[config.mk]
export PLATFORM = sky130hd
export DESIGN_NAME = svcoeff_loader_flat
export DESIGN_NICKNAME = d
export VERILOG_FILES = /design/src/rtl/svcoeff_loader_if.sv /design/src/rtl/svcoeff_loader.sv /design/src/flat_wrapper.sv
export SDC_FILE = /design/constraint.sdc
export NUM_CORES = 1
export LEC_CHECK = 0
export BUFFER_PORTS_ARGS = -buffer_cell sky130_fd_sc_hd__clkbuf_2
export CORE_ASPECT_RATIO = 1.2
export CORE_UTILIZATION = 47
export DETAILED_ROUTE_END_ITERATION = 16
export HOLD_SLACK_MARGIN = 0.1
export PLACE_DENSITY = 0.86
export SLEW_MARGIN = 20
export SYNTH_ARGS = -nofsm -noshare
export SYNTH_HDL_FRONTEND = slang
export SYNTH_SLANG_ARGS = --single-unit
[constraint.sdc]
create_clock -name clk_proc -period 2.4 [get_ports clk_proc]
set_clock_uncertainty 0.05 [all_clocks]
set_input_delay 0.24 -clock clk_proc [delete_from_list [all_inputs] [get_ports clk_proc]]
set_output_delay 0.24 -clock clk_proc [all_outputs]
set_load 0.02 [all_outputs]
[src/rtl/svcoeff_loader_if.sv]
// Coefficient stream and SVM register-bus bundle used by svcoeff_loader.
// master: the loader (consumes coefficients, drives the register bus).
// slave:  the coefficient source / register block side.
interface svcoeff_loader_if #(
  parameter int CWIDTH = 9
);
  logic                     coef_valid;
  logic signed [CWIDTH-1:0] coef_data;
  logic                     coef_ready;
  logic                     addr_rel_o;
  logic                     wr_o;
  logic                     rd_o;
  logic [31:0]              datawr_o;
  logic [31:0]              datard_i;

  modport master (
    input  coef_valid, coef_data, datard_i,
    output coef_ready, addr_rel_o, wr_o, rd_o, datawr_o
  );

  modport slave (
    output coef_valid, coef_data, datard_i,
    input  coef_ready, addr_rel_o, wr_o, rd_o, datawr_o
  );
endinterface

[src/rtl/svcoeff_loader.sv]
// SVM coefficient loader: sets the SCR loadcoeff bit, streams NCOEF signed
// coefficients into the LOAD register, reads back the last one to verify it,
// then clears the SCR and pulses done. abort or a read-back mismatch leaves
// a sticky error flag.
module svcoeff_loader #(
  parameter int CWIDTH = 9,
  parameter int NCOEF  = 1088
) (
  input  logic                         clk_proc,
  input  logic                         reset_n,
  input  logic                         start,
  input  logic                         abort,
  input  logic                         in_fv,
  svcoeff_loader_if.master             bus,
  output logic                         busy,
  output logic                         done,
  output logic                         error,
  output logic [$clog2(NCOEF+1)-1:0]   loaded_count
);

  localparam int          CNT_W    = $clog2(NCOEF + 1);
  localparam logic        ADDR_SCR  = 1'b0;
  localparam logic        ADDR_LOAD = 1'b1;
  localparam logic [31:0] SCR_LOAD  = 32'h0000_0002;
  localparam logic [31:0] SCR_OFF   = 32'h0000_0000;

  typedef enum logic [2:0] {
    IDLE, ENABLE, STREAM, VERIFY_RD, VERIFY_CHK, DISABLE, DONE
  } state_t;

  state_t                   state;
  logic                     aborting;
  logic signed [CWIDTH-1:0] last_coef;
  logic                     accept;

  function automatic logic [31:0] sext32(input logic signed [CWIDTH-1:0] c);
    logic signed [31:0] w;
    w = 32'(c);
    return w;
  endfunction

  assign bus.coef_ready = (state == STREAM);
  assign accept         = bus.coef_valid & bus.coef_ready;
  assign busy           = (state != IDLE);
  assign done           = (state == DONE);

  // Keep the most recent accepted coefficient for the read-back comparison.
  always_ff @(posedge clk_proc) begin
    if (accept) last_coef <= bus.coef_data;
  end

  // Load sequencer; bus outputs are registered and default to 0 each cycle.
  always_ff @(posedge clk_proc or negedge reset_n) begin
    if (!reset_n) begin
      state          <= IDLE;
      aborting       <= 1'b0;
      error          <= 1'b0;
      loaded_count   <= '0;
      bus.wr_o       <= 1'b0;
      bus.rd_o       <= 1'b0;
      bus.addr_rel_o <= 1'b0;
      bus.datawr_o   <= '0;
    end else begin
      bus.wr_o       <= 1'b0;
      bus.rd_o       <= 1'b0;
      bus.addr_rel_o <= 1'b0;
      bus.datawr_o   <= '0;
      case (state)
        IDLE: begin
          if (start && !in_fv) begin
            state          <= ENABLE;
            error          <= 1'b0;
            loaded_count   <= '0;
            aborting       <= 1'b0;
            bus.wr_o       <= 1'b1;
            bus.addr_rel_o <= ADDR_SCR;
            bus.datawr_o   <= SCR_LOAD;
          end
        end
        ENABLE: begin
          if (abort) begin
            error          <= 1'b1;
            state          <= DISABLE;
            bus.wr_o       <= 1'b1;
            bus.addr_rel_o <= ADDR_SCR;
            bus.datawr_o   <= SCR_OFF;
          end else begin
            state <= STREAM;
          end
        end
        STREAM: begin
          if (accept) begin
            bus.wr_o       <= 1'b1;
            bus.addr_rel_o <= ADDR_LOAD;
            bus.datawr_o   <= sext32(bus.coef_data);
            if (loaded_count != CNT_W'(NCOEF)) loaded_count <= loaded_count + 1'b1;
          end
          if (abort) begin
            error <= 1'b1;
            if (accept) begin
              // The LOAD write for this accept goes out first; the SCR
              // clear follows from VERIFY_RD without a read-back.
              aborting <= 1'b1;
              state    <= VERIFY_RD;
            end else begin
              state          <= DISABLE;
              bus.wr_o       <= 1'b1;
              bus.addr_rel_o <= ADDR_SCR;
              bus.datawr_o   <= SCR_OFF;
            end
          end else if (accept && loaded_count == CNT_W'(NCOEF - 1)) begin
            state <= VERIFY_RD;
          end
        end
        VERIFY_RD: begin
          // First cycle carries the last LOAD write, second issues the read.
          if (abort || aborting) begin
            error          <= 1'b1;
            aborting       <= 1'b0;
            state          <= DISABLE;
            bus.wr_o       <= 1'b1;
            bus.addr_rel_o <= ADDR_SCR;
            bus.datawr_o   <= SCR_OFF;
          end else if (!bus.rd_o) begin
            bus.rd_o       <= 1'b1;
            bus.addr_rel_o <= ADDR_LOAD;
          end else begin
            state <= VERIFY_CHK;
          end
        end
        VERIFY_CHK: begin
          if (abort || (bus.datard_i != sext32(last_coef))) error <= 1'b1;
          state          <= DISABLE;
          bus.wr_o       <= 1'b1;
          bus.addr_rel_o <= ADDR_SCR;
          bus.datawr_o   <= SCR_OFF;
        end
        DISABLE: state <= DONE;
        DONE:    state <= IDLE;
        default: state <= IDLE;
      endcase
    end
  end

endmodule

[src/flat_wrapper.sv]
// flat-port wrapper written by rule: the top's interface ports become plain ports
module svcoeff_loader_flat 
#(
  parameter int CWIDTH = 9,
  parameter int NCOEF  = 1088
)
  (clk_proc, reset_n, start, abort, in_fv, busy, done, error, loaded_count, bus_coef_valid, bus_coef_data, bus_datard_i, bus_coef_ready, bus_addr_rel_o, bus_wr_o, bus_rd_o, bus_datawr_o);
  svcoeff_loader_if #(.CWIDTH(CWIDTH)) bus_i ();
  input  logic clk_proc;
  input  logic reset_n;
  input  logic start;
  input  logic abort;
  input  logic in_fv;
  output logic busy;
  output logic done;
  output logic error;
  output logic [$clog2(NCOEF+1)-1:0] loaded_count;
  input wire logic [$bits(bus_i.coef_valid)-1:0] bus_coef_valid;
  input wire logic [$bits(bus_i.coef_data)-1:0] bus_coef_data;
  input wire logic [$bits(bus_i.datard_i)-1:0] bus_datard_i;
  output wire logic [$bits(bus_i.coef_ready)-1:0] bus_coef_ready;
  output wire logic [$bits(bus_i.addr_rel_o)-1:0] bus_addr_rel_o;
  output wire logic [$bits(bus_i.wr_o)-1:0] bus_wr_o;
  output wire logic [$bits(bus_i.rd_o)-1:0] bus_rd_o;
  output wire logic [$bits(bus_i.datawr_o)-1:0] bus_datawr_o;
  assign bus_i.coef_valid = bus_coef_valid;
  assign bus_i.coef_data = bus_coef_data;
  assign bus_i.datard_i = bus_datard_i;
  assign bus_coef_ready = bus_i.coef_ready;
  assign bus_addr_rel_o = bus_i.addr_rel_o;
  assign bus_wr_o = bus_i.wr_o;
  assign bus_rd_o = bus_i.rd_o;
  assign bus_datawr_o = bus_i.datawr_o;
  svcoeff_loader #(.CWIDTH(CWIDTH), .NCOEF(NCOEF)) u_core (.clk_proc(clk_proc), .reset_n(reset_n), .start(start), .abort(abort), .in_fv(in_fv), .bus(bus_i), .busy(busy), .done(done), .error(error), .loaded_count(loaded_count));
endmodule
* Yosys cells after proc, flatten, opt, wreduce, memory -nomap -nowiden
Index checks and enable logic that the tools add are counted.
Operators by class: add/sub/neg operators 1, eq/ne operators 18, mux-type cells 39, bitwise operators 1, reductions and logical operators 15
Operators by type and width (count):
- two-way mux 32 bit | 3
- case mux 32 bit (2 select lines) | 1
- two-way mux 11 bit | 3
- inequality test 32 bit | 1
- case mux 11 bit (2 select lines) | 1
- two-way mux 3 bit | 7
- two-way mux 1 bit | 18
- case mux 3 bit (6 select lines) | 1
- adder 11 x 1 -> 11 bit (second input constant) | 1
- == test 11 bit (second input constant) | 1
- inequality test 11 bit (second input constant) | 1
- AND reduction 5 bit | 2
- == test 3 bit (second input constant) | 3
- inequality test 2 x 1 -> 1 bit (second input constant) | 4
- == test 3 x 2 -> 1 bit (second input constant) | 2
- inequality test 2 bit (second input constant) | 3
- nonzero test 3 bit | 2
- case mux 1 bit (5 select lines) | 1
- case mux 1 bit (4 select lines) | 1
- AND reduction 4 bit | 1
- nonzero test 4 bit | 1
- == test 3 x 1 -> 1 bit (second input constant) | 1
- zero test 3 bit | 1
- inequality test 3 x 1 -> 1 bit (second input constant) | 1
- 11 further kinds | 13
Word-level totals: bits in registers 60, input bits 47

* Longest topological paths before layout
Gate-level depths: netlist of the first run.
depth in word-level cells 6, mapped depth 8, depth with buffers taken out 7

* Worst setup path after synthesis of the first run
Ideal clock, no wire load.
path kind register to register, start point reg u_core.loaded_count[0], end point reg u_core.loaded_count[5], setup time 78 ps, arrival time 1914 ps, data required time 2272 ps, path slack 359 ps, cell stages (with the launch flop) 8, path buffers 1, clock period less this slack 2041 ps, path through dfrtp_1 -> inv_1 -> ha_1 -> or4b_1 -> o41ai_4 -> buf_6 -> o21ai_0 -> a21oi_1
On the way: word-level cells in the longest chain between the ends 4, elaborated cells between the ends (all ways) 7
Ends and longest elaborated chain:
- start: declaration | line svcoeff_loader.sv:18 | output logic [$clog2(NCOEF+1)-1:0] loaded_count
- start signal: assignment | line svcoeff_loader.sv:96 | if (loaded_count != CNT_W'(NCOEF)) loaded_count <= loaded_count + 1'b1;
- adder 11 x 1 -> 11 bit | line svcoeff_loader.sv:96
- two-way mux 11 bit | line svcoeff_loader.sv:96
- two-way mux 11 bit | line svcoeff_loader.sv:92 | if (accept) begin
- case mux 11 bit (2 select lines) | line svcoeff_loader.sv:68 | case (state)
Parallel ways exist; a longest one is shown, timed or not. The select of a mux whose other input is x is not followed. A chain may end at the register's enable or synchronous reset.

* Final worst setup path of the first run
start point reg u_core.state[2], end point reg u_core.loaded_count[8]
On the way: word-level cells in the longest chain between the ends 4, elaborated cells between the ends (all ways) 9
Ends and longest elaborated chain:
- start: declaration | line svcoeff_loader.sv:31 | state_t state;
- start signal: assignment | line svcoeff_loader.sv:55 | state <= IDLE;
- start signal: assignment | line svcoeff_loader.sv:71 | state <= ENABLE;
- start signal: assignment | line svcoeff_loader.sv:83 | state <= DISABLE;
- == test 3 x 2 -> 1 bit | line svcoeff_loader.sv:42, svcoeff_loader.sv:68
- AND 1 bit | line svcoeff_loader.sv:43 | assign accept = bus.coef_valid & bus.coef_ready;
- inequality test 2 bit (no source line)
- AND reduction 4 bit (no source line)
Parallel ways exist; a longest one is shown, timed or not.

==> flow_summary.ini, run 1 <==
[sta]
post-route-period-util_pct = 84.6
period_needed_ns = 2.03
rsz0062_at_grt = no
setup-tns-final_ns = 0
hold_viol = 0
setup_viol = 0
relSlewSlack_pct = 53.3
fmax_mhz = 492
tightest_slew_ns = 0.701
maxSlewViolCount = 0
setup_ws_ns = 0.369

[placed_design]
hpwl_um = 3380
port_buffers = 96
place.gp.congestion = 0.787
place_ws_ns = 0.403

[logic_synthesis]
synthDistinctLibCells = 44
synth_edf_count = 9
ys.warnings.count = 0
synth.cell_area_sq_um = 2090
yosysSeqAreaShare_pct = 46.5
synth_top_area_share_pct = 33.5
ys_top_cells_by_area = dfrtp_1, edfxtp_1, buf_4
ys.flop_type = dfrtp_1
avgSynthCellArea_sq_um = 9.67
synthTopCellsByCount = dfrtp_1, buf_4, nand2_1
syn_inst = 216
synth_fp_nets = 265
synthMostInstantiatedCell = dfrtp_1
yosys.area.top_type = dfrtp_1
async_flop_share_pct = 75.7
ys_ff_latch = 37

[global_routing]
grt_antenna_before_repair = 0
grt_max_degree = 29
grt_overflow_total = 0
grt_usage_pct = 20.4
grt_pass1_vias = 1730
grt_pass1_wl_um = 7310

[floorplanning]
die_h_um = 75.0
start_util_pct = 49.0
std_cell_rows = 26
ios = 97
core_sq_um = 4260
die_area_sq_um = 4720
die_x_um = 62.9

[clocking]
cts.sinks = 37
cts_max_path_buffers = 2
cts_tree = yes
cts_buffers = 5
cts_resized = 0
cts_root_buf = clkbuf_8
cts.htree.levels = 2
insertion_delay_ns = 0.29
clkSlewWorstSetupHoldPaths_ns = 0.08

[worst_setup_path]
cp_cell_sequence = and2b_1 > and2b_1 > nand2_1 > inv_2 > o41ai_4 > buf_4 > or4_1 > a21oi_1
crit_top_cell = and2b_1
end_kind = register
crit_fanout = 19
cpPeakStageDelay_ns = 0.52
cp.required_ns = 2.57
start_kind = register
criticalPathCategory = reg2reg
arrival_ns = 2.20
cpMaxStageDelayCell = or4_1

[final_layout]
fillCellCount = 361
drive_gt1_share_pct = 38.0
final_core_util_pct = 63.6
antenna_cells = 0
layout.nets = 353
area_growth_pct = 29.6

[route]
ant_nets = 0
vias_per_cell = 5.30
vias = 1915
drt_iter0_drc = 51
first_pass_iters = 4
finalWirelength_um = 4550
drc = 0
wire_per_inst_um = 12.6

[hold_path]
hp-class = in2reg

[power_and_ir_drop]
cellLeakagePower_nw = 1.31
p_per_area_nw_per_um2 = 853
ir_drop_mv = 0.436

[job]
cap_violations = 0

[run_status]
outcome = complete, no violations
==> logic make-up after synthesis <==
kind of cell	share of synthesized area (%)
AOI/OAI and AO/OA	12.0
xor gates and xnor gates	3.35
adders and majority gates	1.68
buffers and inverters	11.5
DFF	46.5
muxes	1.44
and+or+nand+nor	23.5
==> layout by cell type, fill, tap and decap left out, drive strengths merged, types with 4 or more instances in the layout <==
cell | synthesis | layout
or3 | 8 | 8
and2 | 11 | 11
nor3 | 4 | 4
edfxtp | 9 | 9
xor2 | 4 | 4
nand2 | 17 | 17
xnor2 | 4 | 4
dfrtp | 28 | 28
nand4 | 7 | 7
dlygate4sd3 | 0 | 10
inv | 9 | 10
clkbuf | 5 | 101
nand3 | 14 | 14
nor4 | 5 | 5
a21oi | 10 | 10
buf | 25 | 5
o21ai | 11 | 11
nor2 | 9 | 9
==> critical path, delay by kind of cell (launching register included) <==
| kind | cells | cell delay, ns |
|---|---|---|
| and+or+nand+nor | 4 | 1.01 |
| DFF | 1 | 0.38 |
| buffers and inverters | 2 | 0.30 |
| AOI/OAI and AO/OA | 2 | 0.22 |
==> layout make-up <==
type | count | area (sq um) | share of cell area (%)
Sequential cell | 37 | 971 | 35.8
Clock inverter | 3 | 68.8 | 2.54
Inverter | 9 | 33.8 | 1.25
Multi-Input combinational cell | 140 | 878 | 32.4
Clock buffer | 5 | 68.8 | 2.54
Timing Repair Buffer | 111 | 618 | 22.8
Tap cell | 56 | 70.1 | 2.59
==> registers in the layout, indices dropped and copies added (netlist names) <==
register               cells
u_core.state               3
u_core.bus.wr_o            1
u_core.bus.rd_o            1
u_core.aborting            1
u_core.last_coef           9
u_core.error               1
u_core.loaded_count       11
u_core.bus.datawr_o        9
u_core.bus.addr_rel_o      1
==> power breakdown <==
part	total, mW	internal [mW]	switching (mW)
Combinational	0.833	0.336	0.497
Clock	0.652	0.418	0.234
Sequential	0.826	0.751	0.0749
==> worst paths after layout <==
kind | startpoint | to | slack [ns] | depth (start not counted)
worst max-delay path | u_core.state[2]$_DFFE_PN0P_ | u_core.loaded_count[8]$_DFFE_PN0P_ | 0.37 | 8
worst min-delay path | bus_coef_valid | u_core.aborting$_DFFE_PN0P_ | 0.27 | 3
worst max register to register | u_core.state[2]$_DFFE_PN0P_ | u_core.loaded_count[8]$_DFFE_PN0P_ | 0.37 | 8
worst min register to register | u_core.loaded_count[10]$_DFFE_PN0P_ | u_core.loaded_count[10]$_DFFE_PN0P_ | 0.51 | 2
max in group asynchronous | reset_n | u_core.bus.datawr_o[5]$_DFF_PN0_ | 1.38 | 2
min in group asynchronous | reset_n | u_core.bus.addr_rel_o$_DFF_PN0_ | 0.47 | 2
==> routing by layer <==
layer	vias up	global-route usage, %	part of all wire (%)
met2	75	39.8	54
met4	0	9.04	1.6
met1	908	20.3	39
li1	924	-	-
met3	8	5.30	5.2
met5	-	0	0
==> stage by stage <==
| stage | power (mW) | hold WS [ns] | cell area [sq um] | std cells |
|---|---|---|---|---|
| after floorplan | 1.43 | -0.106 | 2090 | 216 |
| after global placement | 1.64 | 0.289 | 2470 | 343 |
| after detailed placement | 1.66 | 0.280 | 2470 | 343 |
| after CTS | 2.33 | 0.260 | 2710 | 361 |
| after global routing | 2.44 | 0.273 | 2710 | 361 |
| final | 2.31 | 0.265 | 2710 | 361 |
==> repair_timing <==
| action | in CTS | in global routing |
|---|---|---|
| hold buffers | 10 | 0 |
| buffers inserted | 0 | 0 |
| endpoints found under the hold margin | 37 | 0 |
(Power assumes the default switching activity.)
==> run 2, diff against run 1 <==
--- a/config.mk
+++ b/config.mk
@@ -7,10 +7,10 @@
 export LEC_CHECK = 0
 export BUFFER_PORTS_ARGS = -buffer_cell sky130_fd_sc_hd__clkbuf_2
 export CORE_ASPECT_RATIO = 1.2
-export CORE_UTILIZATION = 47
+export CORE_UTILIZATION = 42
 export DETAILED_ROUTE_END_ITERATION = 16
 export HOLD_SLACK_MARGIN = 0.1
-export PLACE_DENSITY = 0.86
+export PLACE_DENSITY = 0.82
 export SLEW_MARGIN = 20
 export SYNTH_ARGS = -nofsm -noshare
 export SYNTH_HDL_FRONTEND = slang
==> constraint.sdc (replaced) <==
create_clock -name clk_proc -period 1.8 [get_ports clk_proc]
set_clock_uncertainty 0.05 [all_clocks]
set_input_delay 0.18 -clock clk_proc [delete_from_list [all_inputs] [get_ports clk_proc]]
set_output_delay 0.18 -clock clk_proc [all_outputs]
set_load 0.02 [all_outputs]
==> flow_summary.ini, run 2 (synthesis results as in run 1) <==
[run_status]
outcome = finished, violations left
violations = setup timing

[worst_setup_path]
cp_cell_sequence = inv_2 > ha_4 > or4b_4 > o41ai_4 > buf_4 > buf_6 > nand3_2 > o21ai_2
start_kind = register
cpMaxStageDelayCell = or4b_4
end_kind = register
criticalPathCategory = reg2reg
crit_fanout = 7
cpPeakStageDelay_ns = 0.46
cp.required_ns = 1.97
arrival_ns = 2.06

[final_layout]
layout.nets = 370
largest-register = u_core.loaded_count
final_cell_mix = clkbuf_2, dfrtp_1, buf_4
final_common_cell = clkbuf_2
drive_gt1_share_pct = 46.3
largest_reg_flops = 11
reg_top3 = u_core.loaded_count x11, u_core.bus.datawr_o x9, u_core.last_coef x9
antenna_cells = 0
fin_cells = 380
area_growth_pct = 36.7

[route]
vias_per_cell = 5.16
finalWirelength_um = 4930
ant_nets = 0
drc = 0
first_pass_iters = 4
wire_per_inst_um = 13.0
vias = 1961
drt_iter0_drc = 134

[clocking]
cts_buffers = 5
cts.htree.levels = 2
cts.sinks = 37
clkSlewWorstSetupHoldPaths_ns = 0.08
cts_root_buf = clkbuf_8
cts_tree = yes
cts_max_path_buffers = 2
insertion_delay_ns = 0.29

[sta]
fmax_mhz = 529
setup_ws_ns = -0.0891
post-route-period-util_pct = 105
period_needed_ns = 1.89
fin_hold_ws_ns = 0.207
tightest_slew_ns = 0.723
hold_viol = 0
setup_viol = 10
relSlewSlack_pct = 51.8
maxSlewViolCount = 0
rsz0062_at_grt = yes

[floorplanning]
die_area_sq_um = 5260
ios = 97
core_sq_um = 4700
std_cell_rows = 27
die_x_um = 66.4
start_util_pct = 44.5
die_h_um = 79.3

[global_routing]
grt_usage_pct = 20.5
grt_max_degree = 29
grt_pass1_vias = 1869
grt_antenna_before_repair = 0
grt_overflow_total = 0
grt_pass1_wl_um = 8200

[placed_design]
place.gp.congestion = 0.822
hpwl_um = 3690
dp_cells = 360
port_buffers = 96

[job]
cap_violations = 0

[power_and_ir_drop]
ir_drop_mv = 0.802
p_per_area_nw_per_um2 = 1060
cellLeakagePower_nw = 1.37
finalPower_mw = 3.02

[hold_path]
hp-class = in2reg
## run 2: cell type report
class,count,area (sq um)
Multi-Input combinational cell,140,927
Timing Repair Buffer,128,753
Inverter,9,33.8
Tap cell,58,72.6
Sequential cell,37,976
Clock buffer,5,68.8
Fill cell,400,1840
Clock inverter,3,25.0
## run 2: layer usage
layer	GRT usage [%]	vias to the layer above	wire length (um)	part of all wire, %
li1	-	966	-	-
met1	25.3	905	2060	42
met2	34.1	77	2540	52
met3	3.45	13	212	4.3
met4	10.2	0	114	2.3
met5	0	-	0	0
## run 2: critical path: cells and delay by family (launching register included)
kind	cells	cell delay [ns]
adders and majority gates	1	0.12
DFF	1	0.42
AOI/OAI and AO/OA	2	0.32
buffers and inverters	3	0.40
and+or+nand+nor	2	0.51
## run 2: path summary, 6_finish.rpt
kind	from	to	slack, ns	depth (start not counted)
max	u_core.loaded_count[0]$_DFFE_PN0P_	u_core.loaded_count[0]$_DFFE_PN0P_	-0.09	8
min	abort	u_core.state[1]$_DFFE_PN0P_	0.21	2
max reg2reg	u_core.loaded_count[0]$_DFFE_PN0P_	u_core.loaded_count[0]$_DFFE_PN0P_	-0.09	8
min reg2reg	u_core.aborting$_DFFE_PN0P_	u_core.aborting$_DFFE_PN0P_	0.53	2
max in group asynchronous	reset_n	u_core.loaded_count[0]$_DFFE_PN0P_	0.77	2
min in group asynchronous	reset_n	u_core.bus.addr_rel_o$_DFF_PN0_	0.42	2
## run 2: what timing repair did
item,CTS,global route
pin swaps,6,6
resized for setup,5,11
buffers inserted,2,1
cloned,0,0
hold buffers,10,0
endpoints found under the setup margin,11,12
hold endpoints to repair,46,0
## run 2: power breakdown
group	switching, mW	internal (mW)
logic	0.754	0.573
registers	0.0806	1.00
clock network	0.329	0.282
total	1.16	1.86
## run 2: metrics by stage
| step | cell area [sq um] | setup slack (ns) | utilization (%) | TNS [ns] |
|---|---|---|---|---|
| final | 2860 | -0.0891 | 60.8 | -0.738 |
| after global routing | 2860 | -0.208 | 60.8 | -1.64 |
| after CTS | 2810 | -0.134 | 59.8 | -1.16 |
| after detailed placement | 2600 | -0.130 | 55.3 | -0.886 |
| after global placement | 2600 | -0.0634 | 55.3 | -0.365 |
| after floorplan | 2100 | -0.182 | - | -1.56 |
